===== src/rtl/aes_sys_pkg.sv =====
// Shared types and constants for the AES RAM block sequencer.
package aes_sys_pkg;

    localparam int DEF_ADDR_W = 12;   // 4096-byte staging RAM
    localparam int BLK_BYTES  = 16;   // bytes per AES block
    localparam int BLK_W      = 128;  // AES block width in bits
    localparam int IDX_W      = 4;    // byte index within a block

    typedef enum logic [2:0] {
        IDLE,
        RD,
        PRESENT,
        WAIT_RES,
        WR,
        NEXT,
        DONE
    } seq_state_e;

endpackage


===== src/rtl/aes_byte_packer.sv =====
// Byte packer: gathers RAM read bytes into a 128-bit block (byte 0 in the MSB
// lane), holds the AES result for write-back and selects the byte being written.
module aes_byte_packer
    import aes_sys_pkg::*;
#(
    parameter int RD_LAT = 1
) (
    input  logic             clk,
    input  logic             reset,
    input  logic             issue_vld,
    input  logic [IDX_W-1:0] issue_idx,
    input  logic [7:0]       ram_dout,
    input  logic             load,
    input  logic [BLK_W-1:0] load_data,
    input  logic [IDX_W-1:0] sel_idx,
    output logic [BLK_W-1:0] blk_data,
    output logic [7:0]       sel_byte
);

    logic [RD_LAT-1:0]            cap_vld_q, cap_vld_d;
    logic [RD_LAT-1:0][IDX_W-1:0] cap_idx_q, cap_idx_d;
    logic [BLK_W-1:0]             slot_q, slot_d;

    // Delay every issued read by RD_LAT cycles so its capture lines up with ram_dout.
    always_comb begin
        // NOTE: every signal gets a default first so no path leaves it unassigned (no latch).
        cap_vld_d    = cap_vld_q;
        cap_idx_d    = cap_idx_q;
        cap_vld_d[0] = issue_vld;
        cap_idx_d[0] = issue_idx;
        for (int i = 1; i < RD_LAT; i++) begin
            cap_vld_d[i] = cap_vld_q[i-1];
            cap_idx_d[i] = cap_idx_q[i-1];
        end
    end

    // Slot register: write a captured byte into its lane, or load the whole AES result.
    always_comb begin
        slot_d = slot_q;
        if (load) begin
            slot_d = load_data;
        end else if (cap_vld_q[RD_LAT-1]) begin
            for (int k = 0; k < BLK_BYTES; k++) begin
                if (cap_idx_q[RD_LAT-1] == IDX_W'(k)) begin
                    slot_d[BLK_W-1-8*k -: 8] = ram_dout;
                end
            end
        end
    end

    // Pick result byte sel_idx for the write-back data bus.
    always_comb begin
        sel_byte = 8'h00;
        for (int k = 0; k < BLK_BYTES; k++) begin
            if (sel_idx == IDX_W'(k)) begin
                sel_byte = slot_q[BLK_W-1-8*k -: 8];
            end
        end
    end

    // Capture pipeline and slot register.
    always_ff @(posedge clk or posedge reset) begin
        if (reset) begin
            cap_vld_q <= '0;
            cap_idx_q <= '0;
            // NOTE: the slot store is reset on purpose: it drives blk_out_data directly,
            // which must read 0 out of reset; a pure datapath store would skip this.
            slot_q    <= '0;
        end else begin
            // NOTE: non-blocking assignments so all flops update together at the edge.
            cap_vld_q <= cap_vld_d;
            cap_idx_q <= cap_idx_d;
            slot_q    <= slot_d;
        end
    end

    assign blk_data = slot_q;

endmodule


===== src/rtl/aes_ram_block_sequencer.sv =====
// AES RAM block sequencer: streams 16-byte blocks from the byte RAM to the AES
// core and writes each result back in place, for num_blocks consecutive blocks.
module aes_ram_block_sequencer
    import aes_sys_pkg::*;
#(
    parameter int ADDR_W = DEF_ADDR_W,
    parameter int RD_LAT = 1,
    parameter int NBLK_W = 9
) (
    input  logic              clk,
    input  logic              reset,
    input  logic              start,
    input  logic [ADDR_W-1:0] base_addr,
    input  logic [NBLK_W-1:0] num_blocks,
    output logic              busy,
    output logic              done,
    output logic              ram_ce,
    output logic              ram_oce,
    output logic              ram_wre,
    output logic [ADDR_W-1:0] ram_ad,
    output logic [7:0]        ram_din,
    input  logic [7:0]        ram_dout,
    output logic [BLK_W-1:0]  blk_out_data,
    output logic              blk_out_valid,
    input  logic              blk_out_ready,
    input  logic [BLK_W-1:0]  blk_in_data,
    input  logic              blk_in_valid,
    output logic              blk_in_ready
);

    localparam int                CNT_W   = $clog2(BLK_BYTES + RD_LAT + 1);
    localparam logic [CNT_W-1:0]  RD_LAST = CNT_W'(BLK_BYTES + RD_LAT - 1);
    localparam logic [CNT_W-1:0]  WR_LAST = CNT_W'(BLK_BYTES - 1);
    localparam logic [CNT_W-1:0]  N_ISSUE = CNT_W'(BLK_BYTES);

    seq_state_e        state_q, state_d;
    logic [ADDR_W-1:0] base_q, base_d;
    logic [NBLK_W-1:0] nblk_q, nblk_d;
    logic [NBLK_W-1:0] blk_q, blk_d;
    logic [CNT_W-1:0]  cnt_q, cnt_d;
    logic              done_q, done_d;

    logic              rd_issue;
    logic              res_load;
    logic [7:0]        wr_byte;
    logic [ADDR_W-1:0] byte_addr;

    // Address of byte cnt of block blk; wraps modulo 2^ADDR_W with no alignment.
    assign byte_addr = base_q + ADDR_W'({blk_q, {IDX_W{1'b0}}}) + ADDR_W'(cnt_q);

    aes_byte_packer #(
        .RD_LAT (RD_LAT)
    ) u_packer (
        .clk       (clk),
        .reset     (reset),
        .issue_vld (rd_issue),
        .issue_idx (cnt_q[IDX_W-1:0]),
        .ram_dout  (ram_dout),
        .load      (res_load),
        .load_data (blk_in_data),
        .sel_idx   (cnt_q[IDX_W-1:0]),
        .blk_data  (blk_out_data),
        .sel_byte  (wr_byte)
    );

    // Next-state, counters and all RAM / handshake outputs.
    always_comb begin
        state_d       = state_q;
        base_d        = base_q;
        nblk_d        = nblk_q;
        blk_d         = blk_q;
        cnt_d         = cnt_q;
        done_d        = 1'b0;
        busy          = 1'b0;
        ram_ce        = 1'b0;
        ram_wre       = 1'b0;
        ram_ad        = '0;
        ram_din       = 8'h00;
        blk_out_valid = 1'b0;
        blk_in_ready  = 1'b0;
        rd_issue      = 1'b0;
        res_load      = 1'b0;

        unique case (state_q)
            IDLE: begin
                if (start) begin
                    if (num_blocks != '0) begin
                        base_d  = base_addr;
                        nblk_d  = num_blocks;
                        blk_d   = '0;
                        cnt_d   = '0;
                        state_d = RD;
                    end else begin
                        // Empty job: report completion without ever going busy.
                        done_d = 1'b1;
                    end
                end
            end
            RD: begin
                busy  = 1'b1;
                cnt_d = cnt_q + CNT_W'(1);
                if (cnt_q < N_ISSUE) begin
                    ram_ce   = 1'b1;
                    ram_ad   = byte_addr;
                    rd_issue = 1'b1;
                end
                // Stay until the last capture has drained from the read pipeline.
                if (cnt_q == RD_LAST) begin
                    cnt_d   = '0;
                    state_d = PRESENT;
                end
            end
            PRESENT: begin
                busy          = 1'b1;
                blk_out_valid = 1'b1;
                if (blk_out_ready) begin
                    state_d = WAIT_RES;
                end
            end
            WAIT_RES: begin
                busy         = 1'b1;
                blk_in_ready = 1'b1;
                if (blk_in_valid) begin
                    res_load = 1'b1;
                    state_d  = WR;
                end
            end
            WR: begin
                busy    = 1'b1;
                ram_ce  = 1'b1;
                ram_wre = 1'b1;
                ram_ad  = byte_addr;
                ram_din = wr_byte;
                cnt_d   = cnt_q + CNT_W'(1);
                if (cnt_q == WR_LAST) begin
                    cnt_d   = '0;
                    state_d = NEXT;
                end
            end
            NEXT: begin
                busy = 1'b1;
                if (blk_q == (nblk_q - NBLK_W'(1))) begin
                    done_d  = 1'b1;
                    state_d = DONE;
                end else begin
                    blk_d   = blk_q + NBLK_W'(1);
                    state_d = RD;
                end
            end
            DONE: begin
                state_d = IDLE;
            end
            default: begin
                state_d = IDLE;
            end
        endcase
    end

    // State and job registers.
    always_ff @(posedge clk or posedge reset) begin
        if (reset) begin
            state_q <= IDLE;
            base_q  <= '0;
            nblk_q  <= '0;
            blk_q   <= '0;
            cnt_q   <= '0;
            done_q  <= 1'b0;
        end else begin
            state_q <= state_d;
            base_q  <= base_d;
            nblk_q  <= nblk_d;
            blk_q   <= blk_d;
            cnt_q   <= cnt_d;
            done_q  <= done_d;
        end
    end

    assign ram_oce = ram_ce;
    assign done    = done_q;

endmodule


===== config.mk =====
export PLATFORM = sky130hd
export DESIGN_NAME = aes_ram_block_sequencer
export DESIGN_NICKNAME = d
export VERILOG_FILES = /design/src/rtl/aes_sys_pkg.sv /design/src/rtl/aes_byte_packer.sv /design/src/rtl/aes_ram_block_sequencer.sv
export SDC_FILE = /design/constraint.sdc
export NUM_CORES = 1
export LEC_CHECK = 0
export ABC_AREA = 1
export ABC_CLOCK_PERIOD_IN_PS = 3400
export BUFFER_PORTS_ARGS = -buffer_cell sky130_fd_sc_hd__buf_2
export CORE_MARGIN = 10
export CORE_UTILIZATION = 47
export DETAILED_ROUTE_END_ITERATION = 7
export HOLD_SLACK_MARGIN = 0.1
export MAX_ROUTING_LAYER = met4
export PLACE_DENSITY = 0.84
export SLEW_MARGIN = 20
export SYNTH_ARGS = -nofsm -noshare
export SYNTH_HDL_FRONTEND = slang
export SYNTH_HIERARCHICAL = 1
export SYNTH_SLANG_ARGS = --single-unit

===== constraint.sdc =====
create_clock -name clk -period 3.4 [get_ports clk]
set_input_delay 0 -clock clk [delete_from_list [all_inputs] [get_ports clk]]
set_output_delay 0 -clock clk [all_outputs]
set_load 0.02 [all_outputs]

======== Word level (Yosys, flattened, before mapping) ========
Index checks and enable logic that the tools add are counted.
storage, ports and cells
  bits in registers ....................... 172
  input port bits ......................... 162
  output and inout port bits .............. 155
  logic and storage cells ................. 186
operators by class
  $add $sub $neg .......................... 5
  order comparisons ....................... 1
  equality and inequality tests ........... 45
  mux-type cells .......................... 67
  reduce and logical (&&, ||, !) cells .... 44
operators by type and width
  operator                                                                count
  8-bit two-way mux                                                       33
  128-bit two-way mux                                                     2
  4-bit equality test (second input constant)                             16
  2-bit nonzero test                                                      18
  4-bit by 3-bit equality test with 1-bit output (second input constant)  8
  2-bit AND reduction                                                     16
  9-bit two-way mux                                                       3
  12-bit case mux with 2 select lines                                     1
  3-bit two-way mux                                                       7
  5-bit two-way mux                                                       4
  3-bit case mux with 6 select lines                                      1
  9-bit case mux with 2 select lines                                      1
  4-bit by 2-bit equality test with 1-bit output (second input constant)  4
  5-bit case mux with 3 select lines                                      1
  2-bit inequality test (second input constant)                           7
  12-bit adder                                                            1
  12-bit by 5-bit adder with 12-bit output                                1
  12-bit two-way mux                                                      1
  1-bit two-way mux                                                       11
  9-bit by 1-bit adder with 9-bit output (second input constant)          1
  9-bit equality test                                                     1
  9-bit nonzero test                                                      1
  9-bit by 1-bit subtractor with 9-bit output (second input constant)     1
  4-bit by 1-bit equality test with 1-bit output (second input constant)  2
  15 further kinds                                                        20

======== Logic depth before layout (Yosys ltp) ========
Gate-level depths: netlist of run 1.
  depth after elaboration ................. 18
  gate-level depth with buffers ........... 15
  depth with buffers taken out ............ 15

======== By module ========
Netlist of run 1, hierarchy kept.
by module, submodules not included
  module                   times used  cells an instance  area each (sq um)  sequential area each (sq um)
  aes_byte_packer          1           883                6687.7             3328.2
  aes_ram_block_sequencer  1           468                3134.3             975.9

======== Least setup slack after synthesis of run 1 ========
OpenSTA, ideal clock, no wires.
  path kind ............................... register to output
  from .................................... reg cnt_q[1]
  to ...................................... out ram_ad[9]
  data arrival time ....................... 2.285 ns
  data required time ...................... 3.400 ns
  path slack .............................. 1.115 ns
  stages on the path, launching flop included .. 10
  buffers on the path ..................... 0
  cells stage by stage .................... dfrtp_1 ha_1 ha_1 inv_1 fa_1 o31ai_1 nand2_1 nand3_1 nand2_1 nor2_1
on the way
  cells in the longest elaborated chain, start to end .. 3
  elaborated cells on any way between the ends .. 4
  those cells by class .................... 1 x add/sub; 1 x order compare; 2 x mux
ends and longest elaborated chain
  element                                                                         line                                                           source
  start, declared                                                                 aes_ram_block_sequencer.sv:40                                  logic [CNT_W-1:0] cnt_q, cnt_d;
  start signal, assigned                                                          aes_ram_block_sequencer.sv:173                                 cnt_q <= cnt_d;
  12-bit by 5-bit adder with 12-bit output or 5-bit < comparator (tied branches)  aes_ram_block_sequencer.sv:49, aes_ram_block_sequencer.sv:102
  12-bit two-way mux                                                              aes_ram_block_sequencer.sv:102                                 if (cnt_q < N_ISSUE) begin
  12-bit case mux with 2 select lines *                                           aes_ram_block_sequencer.sv:84                                  unique case (state_q)
  end, declared                                                                   aes_ram_block_sequencer.sv:20                                  output logic [ADDR_W-1:0] ram_ad,
Every way passes the cells marked *; elsewhere a longest branch is shown, timed or not.

======== Final worst setup path of run 1 ========
  from .................................... reg cnt_q[2]
  to ...................................... out ram_din[0]
on the way
  cells in the longest elaborated chain, start to end .. 18
  elaborated cells on any way between the ends .. 33
  those cells by class .................... 15 x eq/ne; 17 x mux; 1 x reduce/logical
ends and longest elaborated chain
  element                          line                           source
  4-bit logical NOT                aes_byte_packer.sv:55          if (sel_idx == IDX_W'(k)) begin
  8-bit two-way mux (15 in a row)  aes_byte_packer.sv:55
  8-bit two-way mux *              aes_byte_packer.sv:55
  via wr_byte[0]                   aes_ram_block_sequencer.sv:45  logic [7:0] wr_byte;
  8-bit two-way mux *              aes_ram_block_sequencer.sv:84
  end, declared                    aes_ram_block_sequencer.sv:21  output logic [7:0] ram_din,
Mark *: on every way through the listed nets, which the timed path passes. The rest lies on a longest branch.

==> results of run 1 <==
[area by class of cell]
class                   count  area [um^2]  share of cell area, %
diodes                      4         10.0                 0.0727
inverters                 138          522                   3.79
multi-input cells         989         4780                   34.7
flip-flops and latches    172         4300                   31.3
well taps                 270          338                   2.45
repair buffers            482         3230                   23.4
clock inverters            13          145                   1.05
clock buffers              19          453                   3.29
[placed cells by master, fill, tap and decap left out, types with 2 or more instances in the layout]
master,Yosys,final
a21oi_1,145,144
a31oi_1,2,2
buf_2,22,316
buf_4,1,11
clkbuf_16,0,17
clkbuf_8,0,2
clkinv_1,1,2
clkinvlp_4,0,4
dfrtp_1,172,172
diode_2,0,4
dlygate4sd3_1,0,154
fa_1,2,2
ha_1,26,26
inv_1,135,133
inv_2,2,2
inv_6,0,3
inv_8,0,4
nand2_1,359,359
nand2_2,4,4
nand3_1,78,78
nand3b_1,2,2
nand4_1,26,26
nor2_1,137,136
nor2_2,9,9
nor2_4,4,5
nor3_1,8,8
nor4_1,2,2
o211ai_1,16,16
o21ai_0,133,133
o21ai_1,2,2
o21bai_1,2,2
o22ai_1,2,2
or2_0,6,6
or2_2,7,7
xnor2_1,5,5
xor2_1,9,9
[critical path: stages (launching register included)]
cell	delay, ps
dfrtp_1	620
nand2_1	270
nor2_1	530
nand2_1	100
nand2_1	140
nand4_1	140
nor2_1	150
nand4_1	140
nand2_1	110
nand3_1	70
inv_1	50
nor2_1	40
buf_2	180
[logic make-up after synthesis]
| logic type | count (synthesis) |
|---|---|
| flops | 172 |
| simple gates | 643 |
| fa+ha+maj | 28 |
| compound gates | 304 |
| buf+inv | 190 |
| xor+xnor | 14 |
[metal layers]
layer  global-route usage [%]  vias to the layer above  share of wire [%]
met5                        -                        -                  0
met4                     16.7                        0                5.1
met3                     8.12                      167                 11
met2                     50.0                      897                 46
met1                     38.0                     5506                 38
li1                         -                     5312                  -
[stage by stage]
stage          hold slack, ps  power, W  cells  setup slack (ps)  utilization (%)
5_1_grt                   149    0.0125   2085               184             67.4
6_report                  136    0.0118   2087               390             67.4
4_1_cts                   117    0.0115   2083               428             67.4
3_3_place_gp            -99.6   0.00922   1897               932             56.9
2_1_floorplan             138   0.00715   1351              1110                -
3_5_place_dp            -94.8   0.00936   1897               893             56.9
[repair_timing]
item,4_1_cts,5_1_grt
hold buffers,154,0
setup buffers,0,0
endpoints found under the hold margin,308,0
gates resized for setup,0,0
[power by group]
part | switching (W) | total (W) | internal [W]
registers | 0.000971 | 0.00390 | 0.00293
clock network | 0.000941 | 0.00202 | 0.00108
logic | 0.00403 | 0.00588 | 0.00185
total | 0.00594 | 0.0118 | 0.00585
[flip-flops by register name (all words and copies together) (netlist names)]
register	flops
nblk_q	9
u_packer/blk_data	128
state_q	3
blk_q	9
base_q	12
done	1
u_packer/cap_vld_q	1
u_packer/cap_idx_q	4
cnt_q	5
[worst paths after layout]
check	startpoint	to	slack, ps	depth (start not counted)
setup / recovery	cnt_q[2]	ram_din[0]	390	12
hold / removal	blk_in_valid	u_packer/blk_data[23]	140	5
setup reg to reg	state_q[2]	u_packer/blk_data[59]	860	8
hold reg to reg	base_q[1]	base_q[1]	500	2
max in group asynchronous	reset	u_packer/blk_data[57]	1760	5
min in group asynchronous	reset	base_q[0]	260	3
==> results.sh, run 1 <==
export IMPL_critPathLaunchType="flop"
export IMPL_worstMarginPinSlew_ps=1050
export IMPL_ys_top_cells_by_area="dfrtp_1 (44%), nand2_1 (14%), a21oi_1 (7.4%)"
export IMPL_synth_most_common_cell="nand2_1"
export IMPL_dr_pass1_iters=6
export IMPL_ir_drop_mv=0.497
export IMPL_synthCells=1351
export IMPL_grt_pass1_wl_um=66500
export IMPL_fin_area_mm2=0.0138
export IMPL_cts_buffers=17
export IMPL_cts_tree="done"
export IMPL_max_freq_mhz=332
export IMPL_rsz0062_at_grt="no"
export IMPL_hp_class="in -> reg"
export IMPL_async_reset_ff_share_pct=100
export IMPL_synth_xor_area_share_pct=1.25
export IMPL_synth_top_family_by_area="simple AND/OR/NAND/NOR gates"
export IMPL_synth_distinct_cells=35
export IMPL_route_vias_total=11900
export IMPL_die_x_um=165
export IMPL_design_core_area_mm2=0.0204
export IMPL_die_area_mm2=0.0271
export IMPL_ctsLongestPathBuffers=2
export IMPL_start_util_pct=48.1
export IMPL_synth_area_per_cell_um2=7.27
export IMPL_synthSimpleGateAreaFrac_pct=27.5
export IMPL_power_static_leakage_nw=7.05
export IMPL_outcome="finished clean"
export IMPL_drt_first_iter_violations=1627
export IMPL_portBuffers=316
export IMPL_post_drt_wl_per_cell_um=20.8
export IMPL_gp_congestion=0.936
export IMPL_synth_edf_count=0
export IMPL_timing_final_crit_share_pct=88.5
export IMPL_hold_viol=0
export IMPL_first_global_vias=12000
export IMPL_critical_path_arrival_ps=3010
export IMPL_synth_area_mm2=0.00982
export IMPL_rows=52
export IMPL_io_pins=317
export IMPL_seq_area_frac_synth_pct=43.8
export IMPL_required_ps=3400
export IMPL_finalMaxSlewViolations=0
export IMPL_setup_viol=0
export IMPL_maxCapViolCount=0
export IMPL_synthFlopType="dfrtp_1"
export IMPL_tns_ps=0
export IMPL_grt_usage_pct=32.1
export IMPL_synthAdderAreaFrac_pct=3.72
export IMPL_cts_htree_levels=4
export IMPL_grt_max_degree=133
export IMPL_dpl_cell_area_mm2=0.0116
export IMPL_synthMuxAreaShare_pct=0
export IMPL_route_detailed_drc=0
export IMPL_layout_drive_gt1_share_pct=21.5
export IMPL_synth_seq_cells=172
export IMPL_synth_fp_nets=1541
export IMPL_nets=1990
export IMPL_hpwl_um=29200
export IMPL_yosysWarnings=6
export IMPL_worst_setup_path_type="reg -> out"
export IMPL_wl_um=43300
export IMPL_slew_headroom_pct=29.4
export IMPL_ant_nets=0
export IMPL_clockRootBuffer="clkbuf_16"
export IMPL_synth_compound_area_share_pct=16.1
export IMPL_areaGrowthSynthToFinish_pct=40.2
export IMPL_clock_sinks=172
export IMPL_powerDensity_mw_per_mm2=856
export IMPL_synthDominantCellAreaShare_pct=43.8
export IMPL_fin_crit_ps=3010
export IMPL_skew_ps=12.4
export IMPL_synth_common_cells="nand2_1 (359), dfrtp_1 (172), a21oi_1 (145), nor2_1 (137), inv_1 (135)"
export IMPL_antenna_found_initial=2
export IMPL_viasPerCell=5.69
export IMPL_cp_end_kind="output port"
export IMPL_clk_pin_slew_ps=70
export IMPL_grt_ovfl_total=0
export IMPL_yosys_area_top_type="dfrtp_1"
export IMPL_fillers=1615
export IMPL_clock_latency_ps=440
export IMPL_cp_max_fo=12
export IMPL_die_height_um=165
(Power assumes the default switching activity.)
==> run 2: changes to the inputs <==
Settings changed: CORE_UTILIZATION 47 to 48, CTS_BUF_LIST from default to sky130_fd_sc_hd__clkbuf_8, GPL_TIMING_DRIVEN from default to 0, PLACE_DENSITY 0.84 to 0.85.
==> run 2 against run 1 <==
Against the previous run:
- the flow now finishes with violations (design-rule violations)
- power down 2.6%
- cell area is 0.86% higher
- final cell count is 2.3% higher
- combinational power grew 3%
- via count increased by 2.6%
- utilization is 1.5 points higher
- sequential cell count unchanged
- clock power decreased by 23%
- clock skew is 8.0 ps higher
- global-route usage up 1.6 points
- sequential power about the same
- critical path type unchanged
- critical endpoint is now ram_din[7]
==> results.sh, run 2 (synthesis gave the netlist of run 1 again) <==
export IMPL_first_global_vias=12200
export IMPL_critPathLaunchType="flop"
export IMPL_route_detailed_drc=4
export IMPL_hold_viol=0
export IMPL_cts_tree="done"
export IMPL_die_area_mm2=0.0266
export IMPL_dr_pass1_iters=8
export IMPL_hp_class="in -> reg"
export IMPL_viasPerCell=5.71
export IMPL_dp_slack_ps=634
export IMPL_clock_sinks=172
export IMPL_clk_pin_slew_ps=110
export IMPL_ant_nets=0
export IMPL_drt_first_iter_violations=1423
export IMPL_design_core_area_mm2=0.0202
export IMPL_ir_drop_mv=0.531
export IMPL_path_buf_inv=2
export IMPL_outcome="complete, but fails checks"
export IMPL_clock_latency_ps=480
export IMPL_areaGrowthSynthToFinish_pct=41.4
export IMPL_cts_buffers=17
export IMPL_portBuffers=316
export IMPL_worst_setup_path_type="reg -> out"
export IMPL_grt_ovfl_total=0
export IMPL_final_core_util_pct=68.9
export IMPL_skew_ps=20.4
export IMPL_final_cell_mix="nand2_1 (359), buf_2 (338), dfrtp_1 (172), dlygate4sd3_1 (160), a21oi_1 (145)"
export IMPL_critPathMostFrequentCell="nand2_1"
export IMPL_slew_headroom_pct=32.4
export IMPL_ctsLongestPathBuffers=2
export IMPL_rrSetupSlack_ps=260
export IMPL_die_x_um=163
export IMPL_worstMarginPinSlew_ps=1010
export IMPL_violations="design-rule violations"
export IMPL_antenna_found_initial=0
export IMPL_die_height_um=163
export IMPL_hpwl_um=30800
export IMPL_largest_reg_flops=128
export IMPL_gp_congestion=0.991
export IMPL_post_drt_wl_per_cell_um=21.1
export IMPL_io_pins=317
export IMPL_fin_ws_ps=168
export IMPL_cp_max_fo=12
export IMPL_fillers=1537
export IMPL_nets=2041
export IMPL_tns_ps=0
export IMPL_start_util_pct=48.7
export IMPL_wl_um=45000
export IMPL_post_cts_setup_buffers=0
export IMPL_required_ps=3400
export IMPL_rsz0062_at_grt="no"
export IMPL_clockRootBuffer="clkbuf_8"
export IMPL_setup_viol=0
export IMPL_grt_pass1_wl_um=68100
export IMPL_route_vias_total=12200
export IMPL_critPathMaxStageDelay_ps=740
export IMPL_grt_usage_pct=33.8
export IMPL_cts_htree_levels=4
export IMPL_crit_family="simple AND/OR/NAND/NOR gates"
export IMPL_layout_drive_gt1_share_pct=21.9
export IMPL_fin_crit_ps=3230
export IMPL_finalMaxSlewViolations=0
export IMPL_path_cells="nand2_1 -> nor2_2 -> nand2_1 -> nand4_1 -> nand2_1 -> nand4_1 -> nand2_1 -> nand3_1 -> nand2_1 -> nand2_1 -> inv_1 -> nor2_1 -> buf_2"
export IMPL_grt_max_degree=36
export IMPL_timing_final_crit_share_pct=95.1
export IMPL_slowest_stage="dfrtp_1"
export IMPL_critical_path_arrival_ps=3230
export IMPL_final_common_cell="nand2_1"
export IMPL_powerDensity_mw_per_mm2=827
export IMPL_power_static_leakage_nw=7.15
export IMPL_cp_end_kind="output port"
export IMPL_maxCapViolCount=0
export IMPL_rows=52
export IMPL_max_freq_mhz=309
## run 2: repair_timing
item / in CTS / in global routing
gates resized for setup: 0 / 2
hold buffers: 160 / 0
setup endpoints to repair: 0 / 5
hold endpoints to repair: 313 / 0
## run 2: area by class of cell
| class | count | area (um^2) | share of cell area (%) |
|---|---|---|---|
| antenna | 1 | 2.50 | 0.0180 |
| buffer | 52 | 235 | 1.69 |
| clock buffer | 17 | 234 | 1.68 |
| clock inverter | 15 | 196 | 1.41 |
| inverter | 138 | 522 | 3.76 |
| multi-input combinational | 989 | 4770 | 34.3 |
| sequential | 172 | 4300 | 31.0 |
| tap | 270 | 338 | 2.43 |
| timing repair buffer | 481 | 3290 | 23.7 |
## run 2: path summary, 6_finish.rpt
check | start | to | depth (start not counted)
min in group asynchronous | reset | base_q[1] | 4
max | cnt_q[2] | ram_din[7] | 13
min reg2reg | base_q[6] | base_q[6] | 2
min | ram_dout[2] | u_packer/blk_data[2] | 3
max in group asynchronous | reset | u_packer/blk_data[93] | 6
max reg2reg | state_q[2] | u_packer/blk_data[61] | 10
## run 2: per-stage QoR
step / hold slack, ps / total power (W) / cells / instance area [um^2]
2_1_floorplan: 138 / 0.00715 / 1351 / 9830
3_3_place_gp: 226 / 0.00934 / 1937 / 11700
3_5_place_dp: -50.0 / 0.00947 / 1942 / 11900
4_1_cts: 108 / 0.0112 / 2134 / 13900
5_1_grt: 122 / 0.0122 / 2134 / 13900
6_report: 117 / 0.0115 / 2135 / 13900
## run 2: tightest hold or removal path, stage by stage
cell and delay [ps]:
buf_2 110, nand2_1 280, o211ai_1 150
## run 2: report_power, final
part	internal (W)	switching (W)	total, W
registers	0.00292	0.000960	0.00388
clock network	0.000633	0.000912	0.00155
logic	0.00193	0.00413	0.00607
total	0.00549	0.00601	0.0115
## run 2: layer usage
layer / GRT usage (%) / wire length [um] / vias to the layer above
met4: 18.7 / 2590 / 0
met2: 50.5 / 20300 / 1017
li1: - / - / 5414
met1: 41.6 / 17100 / 5536
met3: 7.80 / 5080 / 218
met5: - / 0 / -
==> run 3: changes to the inputs <==
Settings changed: REMOVE_ABC_BUFFERS from default to 1.
==> run 3 against run 2 <==
Against the previous run:
- the run now ends clean
- routed wire length decreased by 5.9%
- critical path depth unchanged
- clock skew is 0.91 ps higher
- combinational power hardly changed
- critical endpoint is now ram_din[3]
- largest power group unchanged
==> results.sh, run 3 (synthesis gave the netlist of run 1 again) <==
export IMPL_post_drt_wl_per_cell_um=20.3
export IMPL_grt_ovfl_total=0
export IMPL_slowest_stage="dfrtp_1"
export IMPL_placed_cells=1893
export IMPL_worst_setup_path_type="reg -> out"
export IMPL_grt_usage_pct=31.4
export IMPL_skew_ps=21.3
export IMPL_grt_max_degree=89
export IMPL_crit_family="simple AND/OR/NAND/NOR gates"
export IMPL_cts_tree="done"
export IMPL_post_cts_setup_buffers=0
export IMPL_hold_slack_ps=163
export IMPL_fin_crit_ps=3190
export IMPL_reg2reg_from="state_q[2]"
export IMPL_rrSetupSlack_ps=340
export IMPL_crit_start="cnt_q[0]"
export IMPL_final_core_util_pct=68.2
export IMPL_path_cells="nand2_1 -> nor2_1 -> nand2_1 -> nand4_1 -> nand2_1 -> nand4_1 -> nand2_1 -> nand2_1 -> nand2_1 -> nand3_1 -> inv_1 -> nor2_1 -> buf_2"
export IMPL_dr_pass1_iters=6
export IMPL_ant_nets=0
export IMPL_timing_final_crit_share_pct=93.8
export IMPL_max_freq_mhz=314
export IMPL_hpwl_um=27400
export IMPL_layout_drive_gt1_share_pct=21.7
export IMPL_design_core_area_mm2=0.0202
export IMPL_clock_sinks=172
export IMPL_critical_path_arrival_ps=3190
export IMPL_start_util_pct=48.7
export IMPL_clockRootBuffer="clkbuf_8"
export IMPL_worstMarginPinSlew_ps=1240
export IMPL_final_common_cell="nand2_1"
export IMPL_die_x_um=163
export IMPL_rows=52
export IMPL_rr_worst_depth=10
export IMPL_p_total_w=0.0114
export IMPL_final_instance_count_excl_fill=2089
export IMPL_path_buf_inv=2
export IMPL_slew_headroom_pct=16.8
export IMPL_fillers=1518
export IMPL_grt_pass1_wl_um=64000
export IMPL_drt_first_iter_violations=1958
export IMPL_critPathLaunchType="flop"
export IMPL_largest_reg_flops=128
export IMPL_outcome="finished clean"
export IMPL_cts_htree_levels=4
export IMPL_wl_um=42400
export IMPL_setup_viol=0
export IMPL_cp_depth=13
export IMPL_powerDensity_mw_per_mm2=827
export IMPL_nets=1992
export IMPL_cp_end_kind="output port"
export IMPL_areaGrowthSynthToFinish_pct=40.1
export IMPL_die_area_mm2=0.0266
export IMPL_portBuffers=316
export IMPL_route_detailed_drc=0
export IMPL_hp_class="in -> reg"
export IMPL_ir_drop_mv=0.494
export IMPL_route_vias_total=11900
export IMPL_critPathMaxStageDelay_ps=650
export IMPL_rsz0062_at_grt="no"
export IMPL_cp_max_fo=11
export IMPL_first_global_vias=11600
export IMPL_final_cell_mix="nand2_1 (359), buf_2 (316), dfrtp_1 (171), dlygate4sd3_1 (159), a21oi_1 (143)"
export IMPL_power_static_leakage_nw=7.02
export IMPL_clk_pin_slew_ps=110
export IMPL_antenna_found_initial=4
export IMPL_ctsLongestPathBuffers=2
export IMPL_worstReg2RegEnd="u_packer/blk_data[8]"
export IMPL_cts_buffers=17
export IMPL_hold_viol=0
export IMPL_io_pins=317
export IMPL_worstSetupEndpoint="ram_din[3]"
export IMPL_gp_congestion=1.03
export IMPL_finalMaxSlewViolations=0
export IMPL_clock_latency_ps=460
export IMPL_viasPerCell=5.72
export IMPL_maxCapViolCount=0
export IMPL_critPathMostFrequentCell="nand2_1"
export IMPL_required_ps=3400
export IMPL_die_height_um=163
[run 3: final cells by class]
class                      instances  area [um^2]  share of cell area (%)
antenna                            4         10.0                  0.0727
clock buffer                      18          248                    1.80
clock inverter                    14          170                    1.24
inverter                         138          526                    3.82
multi-input combinational        990         4800                    34.9
sequential                       172         4310                    31.3
tap                              270          338                    2.45
timing repair buffer             483         3360                    24.4
[run 3: worst min-delay path by stage]
| stage | start | to | cells after the start |
|---|---|---|---|
| final | blk_in_valid | u_packer/blk_data[10] | 6 |
| after global routing | blk_in_valid | u_packer/blk_data[10] | 6 |
| after CTS | blk_in_valid | u_packer/blk_data[10] | 6 |
| after detailed placement | reset | u_packer/blk_data[124] | 2 |
| after global placement | blk_in_data[50] | u_packer/blk_data[50] | 3 |
| after floorplan | blk_in_data[106] | u_packer/blk_data[106] | 2 |
[run 3: stage by stage]
stage	setup slack (ps)	area [um^2]	TNS [ps]
final	212	13800	0
after global routing	61.4	13800	0
after CTS	154	13700	0
after detailed placement	421	11700	0
after global placement	-7520	11500	-1176320
after floorplan	-3330	9590	-437530
[run 3: what timing repair did]
action,in CTS,in global routing
cloned,0,1
hold buffers,159,0
pin swaps,0,1
resized for setup,1,2
endpoints found under the hold margin,325,0
endpoints found under the setup margin,4,2
[run 3: worst register-to-register path, stage by stage, from the launching register on]
cell and delay, ps:
dfrtp_1 450, nor2_1 190, nand2_1 190, nor2_4 200, buf_12 240, inv_1 210, nand2_1 100, inv_1 400
a21oi_1 290, dlygate4sd3_1 580, o21ai_0 90
[run 3: layer usage]
layer  vias up  wire (um)  global-route usage (%)
li1       5334          -                       -
met1      5400      14900                    35.4
met2       967      20200                    50.4
met3       247       4530                    7.58
met4         0       2750                    18.0
met5         -          0                       -
[run 3: report_power, final]
| part | internal [W] | switching [W] |
|---|---|---|
| clock | 0.000650 | 0.000901 |
| combinational | 0.00190 | 0.00415 |
| sequential | 0.00292 | 0.000855 |
